## src/rtl/pixel_readout_ctrl.sv

```systemverilog
// Purpose: sequences one pixel frame: ERASE, EXPOSE, CONVERT (ramp count on DATA), then READ of 4 pixels.
// Latency: ERASE begins one cycle after start is seen in IDLE; each pixel strobes one cycle after its slot ends.
// Backpressure: none; start is ignored while busy and never queued.
module pixel_readout_ctrl #(
    parameter int unsigned C_ERASE   = 5,
    parameter int unsigned C_EXPOSE  = 255,
    parameter int unsigned C_CONVERT = 256,
    parameter int unsigned C_READ    = 2
) (
    input  logic       clk,
    input  logic       reset,
    input  logic       start,
    output logic       px_reset,
    output logic       erase,
    output logic       expose,
    output logic       convert,
    output logic [3:0] read,
    output logic [7:0] data_out,
    output logic       data_oe,
    input  logic [7:0] data_in,
    output logic [7:0] pix_data,
    output logic [1:0] pix_idx,
    output logic       pix_valid,
    output logic       busy,
    output logic       frame_done
);

    typedef enum logic [2:0] {
        IDLE,
        ERASE,
        EXPOSE,
        CONVERT,
        READ
    } state_t;

    state_t      state, state_n;
    logic [31:0] cnt, cnt_n;
    logic [1:0]  slot, slot_n;
    logic        capture;

    always_ff @(posedge clk or posedge reset) begin
        if (reset) begin
            state <= IDLE;
            cnt   <= '0;
            slot  <= '0;
        end else begin
            state <= state_n;
            cnt   <= cnt_n;
            slot  <= slot_n;
        end
    end

    // cnt counts cycles spent in the current phase (or current READ slot)
    always_comb begin
        state_n = state;
        cnt_n   = cnt + 32'd1;
        slot_n  = slot;
        capture = 1'b0;
        case (state)
            IDLE: begin
                cnt_n  = '0;
                slot_n = '0;
                if (start) state_n = ERASE;
            end
            ERASE: begin
                if (cnt == C_ERASE - 1) begin
                    state_n = EXPOSE;
                    cnt_n   = '0;
                end
            end
            EXPOSE: begin
                if (cnt == C_EXPOSE - 1) begin
                    state_n = CONVERT;
                    cnt_n   = '0;
                end
            end
            CONVERT: begin
                if (cnt == C_CONVERT - 1) begin
                    state_n = READ;
                    cnt_n   = '0;
                    slot_n  = '0;
                end
            end
            READ: begin
                if (cnt == C_READ - 1) begin
                    cnt_n   = '0;
                    capture = 1'b1;
                    if (slot == 2'd3) begin
                        state_n = IDLE;
                        slot_n  = '0;
                    end else begin
                        slot_n = slot + 2'd1;
                    end
                end
            end
            default: begin
                state_n = IDLE;
                cnt_n   = '0;
                slot_n  = '0;
            end
        endcase
    end

    // Outputs are registered from the next state so they line up with the state they describe
    always_ff @(posedge clk or posedge reset) begin
        if (reset) begin
            px_reset   <= 1'b0;
            erase      <= 1'b0;
            expose     <= 1'b0;
            convert    <= 1'b0;
            read       <= '0;
            data_out   <= '0;
            data_oe    <= 1'b0;
            pix_data   <= '0;
            pix_idx    <= '0;
            pix_valid  <= 1'b0;
            busy       <= 1'b0;
            frame_done <= 1'b0;
        end else begin
            px_reset   <= (state_n == ERASE);
            erase      <= (state_n == ERASE);
            expose     <= (state_n == EXPOSE);
            convert    <= (state_n == CONVERT);
            data_oe    <= (state_n == CONVERT);
            read       <= (state_n == READ) ? (4'b0001 << slot_n) : 4'b0000;
            busy       <= (state_n != IDLE);
            pix_valid  <= capture;
            frame_done <= capture && (slot == 2'd3);
            if (state_n == CONVERT && state == CONVERT)
                data_out <= (data_out == 8'hFF) ? 8'hFF : data_out + 8'd1;
            else
                data_out <= 8'd0;
            if (capture) begin
                pix_data <= data_in;
                pix_idx  <= slot;
            end
        end
    end

endmodule

```

## config.mk

```make
export PLATFORM = sky130hd
export DESIGN_NAME = pixel_readout_ctrl
export DESIGN_NICKNAME = d
export VERILOG_FILES = /design/src/rtl/pixel_readout_ctrl.sv
export SDC_FILE = /design/constraint.sdc
export NUM_CORES = 1
export LEC_CHECK = 0
export BUFFER_PORTS_ARGS = -buffer_cell sky130_fd_sc_hd__buf_2
export CORE_MARGIN = 2
export CORE_UTILIZATION = 57
export CTS_CLUSTER_DIAMETER = 30
export CTS_CLUSTER_SIZE = 14
export DETAILED_ROUTE_END_ITERATION = 8
export HOLD_SLACK_MARGIN = 0.06
export PLACE_DENSITY_LB_ADDON = 0.25
export SYNTH_ARGS = -nofsm -noshare
export SYNTH_HDL_FRONTEND = slang
export SYNTH_SLANG_ARGS = --single-unit
```

## constraint.sdc

```tcl
create_clock -name clk -period 2.6 [get_ports clk]
set_input_delay 0.52 -clock clk [delete_from_list [all_inputs] [get_ports clk]]
set_output_delay 0.52 -clock clk [all_outputs]
set_load 0.03 [all_outputs]
```

==> implementation parameters <==
Parameter                              Value

Run status
  Status ... finished clean

Floorplanning
  Die area ... 0.00627 mm²
  Initial core utilization ... between 50% and 60%
  Die height ... approximately 79 µm
  Die Wd ... between 70 and 80 µm
  IO Count ... a little over 40
  Row Count ... 27
  Area of the core ... 0.00547 mm²

Global routing
  Vias in the first global route ... between 2000 and 2500
  Largest net degree at the start of global routing ... 33
  GRT Resource Usage Total ... 22.5%
  Number of antenna violations at the first check in global routing ... 0
  Total gr overflow ... 0
  Global-route wire length before repair ... 10900 µm

Yosys
  Cell type contributing the most total cell area after synthesis ... sky130_fd_sc_hd__dfrtp_1
  Area share of the largest cell type after synthesis ... roughly 50%
  Number of flops mapped to enable cells by yosys ... 0
  Post-synthesis net count ... approximately 340
  Synth Register Bits ... 65
  Distinct cell type count of the synthesized netlist ... between 40 and 50
  Most frequently used flop master after synthesis ... sky130_fd_sc_hd__dfrtp_1
  Top post-synthesis cells by area ... sky130_fd_sc_hd__dfrtp_1, sky130_fd_sc_hd__nand2_1, sky130_fd_sc_hd__xnor2_1, sky130_fd_sc_hd__xor2_1, sky130_fd_sc_hd__nor2_1
  Average cell area after synthesis ... around 9.9 µm²
  Synthesized area ... between 0.003 and 0.004 mm²
  Synth async-reset ratio ... 100%
  Cell count after synthesis ... about 330
  Sequential cell area fraction in the yosys report ... ~50%
  Syn. warnings ... 0

Timing
  Setup Skew ... between 10 and 15 ps
  Worst Max-Slew Pin Slew ... between 500 and 600 ps
  RSZ-0062 raised after global routing ... no
  Highest attainable clock frequency ... around 0.42 GHz
  Max-slew violation count ... 0
  Final sum of negative setup slack ... 0 ps
  Final worst path period need ... about 2400 ps
  Final Hold Viols ... 0
  Part of the cycle the worst path needs ... roughly nine tenths
  Setup Viol. Count Final ... 0
  Max-slew headroom at the worst pin ... between 60 and 70%

Critical path
  Largest fanout of any net on the critical path ... 32
  Worst setup path category ... reg -> reg
  Sort of element at the start of the critical path ... flip-flop
  Data arrival time of the worst path ... approximately 2600 ps
  Crit path capture type ... flip-flop
  Required time reported for the critical path endpoint ... approximately 2800 ps

Route
  Total Wirelength ... between 6000 and 7000 µm
  Number of optimization iterations in the first detailed-route pass ... 4
  Post-route ant nets ... 0
  Final routed DRC violation total ... 0
  Vias per Instance ... roughly 5.4
  Wirelength per Cell ... 13.4 µm
  DRT iter0 DRCs ... roughly 100
  Via total after detailed routing ... approximately 2400

CTS
  Clock buffer count from CTS ... 9
  Register clock-pin slew on the reported worst setup and hold paths ... 80 ps
  Skew-Pair Late Insertion Delay ... between 300 and 400 ps
  Deepest level of the CTS H-tree ... 3
  Clock tree from TritonCTS ... yes
  Number of clock sinks ... 65
  Cell at the root of the clock tree ... sky130_fd_sc_hd__clkbuf_8
  Largest buffer count on any clock path ... 2
  Number of buffers inserted by hold repair at cts ... 0

Layout
  Fraction of final layout cells with drive strength greater than 1 ... 25.7%
  Commonest non-fill, non-tap cell in the layout ... sky130_fd_sc_hd__dfrtp_1
  Number of fill cells in the layout ... approximately 450
  Number of cells in the finished layout apart from fillers ... 454
  Leading cell types in the layout, fill and taps excluded ... sky130_fd_sc_hd__dfrtp_1, sky130_fd_sc_hd__nand2_1, sky130_fd_sc_hd__buf_2
  Synth-to-layout area growth ... 18.3%
  Final #Nets ... a little under 400
  Number of antenna cells inserted ... 0

Placement
  Cells after DPL ... approximately 440
  Detailed placement HPWL ... approximately 4200 µm
  Last weighted congestion value of the routability-driven placer ... approximately 0.8
  Number of port buffers ... 40

Run
  Max Cap Violations ... 0

Worst hold path
  Min-delay worst type ... in -> async

Pwr
  Static leakage ... roughly 1.8 nW
  Worst supply voltage drop on vdd ... between 0.0005 and 0.0006 V
  Power per standard cell area ... ~770 mW/mm²
## final timing paths
kind / startpoint / endpoint / slack [ps] / cells past startpoint
max: cnt[8] / cnt[17] / 240 / 7
min in group clk: data_in[1] / pix_data[1] / 370 / 3
min: reset / pix_data[4] / 210 / 2
max reg2reg: cnt[8] / cnt[17] / 240 / 7
max in group asynchronous: reset / cnt[17] / 1630 / 4
min reg2reg: pix_data[2] / pix_data[2] / 470 / 2
## cell type report
class / instances / area (µm²) / share of cell area [%]
Sequential cell: 65 / 1630 / 42.7
Multi-Input combinational cell: 234 / 1490 / 39.1
Timing Repair Buffer: 50 / 300 / 7.88
Clock buffer: 9 / 124 / 3.25
Clock inverter: 7 / 119 / 3.12
Tap cell: 72 / 90.1 / 2.36
Inverter: 17 / 63.8 / 1.67
## where the power goes
| part | leakage, nW | switching (mW) | internal, mW | total [mW] |
|---|---|---|---|---|
| clock network | 0.115 | 0.394 | 0.636 | 1.03 |
| logic | 0.809 | 0.471 | 0.232 | 0.703 |
| registers | 0.844 | 0.101 | 1.10 | 1.20 |
## per-stage QoR
stage / hold slack, ps / worst slack [ps] / power [mW] / area (µm²) / util [%]
5_1_grt: 262 / 33.2 / 3.08 / 3810 / 69.7
3_3_place_gp: 445 / 275 / 1.88 / 3560 / 65.0
6_report: 208 / 239 / 2.93 / 3810 / 69.7
3_5_place_dp: 454 / 210 / 1.91 / 3560 / 65.0
2_1_floorplan: 491 / 278 / 1.76 / 3220 / -
4_1_cts: 231 / 147 / 2.96 / 3800 / 69.4
## layer usage
metal | routed length, µm | GRT usage (%)
met2 | 2910 | 37.2
met5 | 0 | 0
met3 | 285 | 5.91
met4 | 112 | 9.66
met1 | 2780 | 27.9
## worst max-delay path: stages (launching register included)
cell and delay (ps):
sky130_fd_sc_hd__dfrtp_1 460, sky130_fd_sc_hd__nor4_4 340, sky130_fd_sc_hd__nand4_4 120, sky130_fd_sc_hd__or2_0 240
sky130_fd_sc_hd__or3_4 410, sky130_fd_sc_hd__a311oi_4 300, sky130_fd_sc_hd__buf_12 250, sky130_fd_sc_hd__nor2_1 90
## cell usage after synthesis (all sizes together) (2+ instances only)
master and instances:
clkbuf 4, and2 3, xor2 16, and3 6
nand3b 2, o21ai 6, or2 4, a221oi 2
nand4 14, a21oi 6, xnor2 16, nand2 45
a311oi 2, nand4b 2, nor4 15, nand2b 2
nand3 14, nor2 53, dfrtp 65, inv 17
nor3 4, nor2b 2, ha 6, buf 5
## logic make-up (layout without fill, tap and decap cells)
group	count (synthesis)	in the layout	synth area share (%)
AO/OA/AOI/OAI	26	26	5.86
multiplexers	1	1	0.311
adder cells (fa/ha/maj)	6	6	2.33
buffers and inverters	26	83	3.96
flip-flops	65	65	50.5
AND/OR/NAND/NOR	169	169	28.4
XOR/XNOR	32	32	8.70
## registers in the layout, summed over array words and instances, names as in the netlist
name and count:
pix_data 8, state 3, pix_idx 2, busy 1, read 4, expose 1
data_oe 1, data_out 8, erase 1, frame_done 1, pix_valid 1, slot 2
cnt 32
## what timing repair did
| item | in CTS | in global routing |
|---|---|---|
| setup endpoints to repair | 0 | 14 |
| setup buffers | 0 | 0 |
| gates resized for setup | 0 | 2 |
Power figures use the tool's default switching activity.
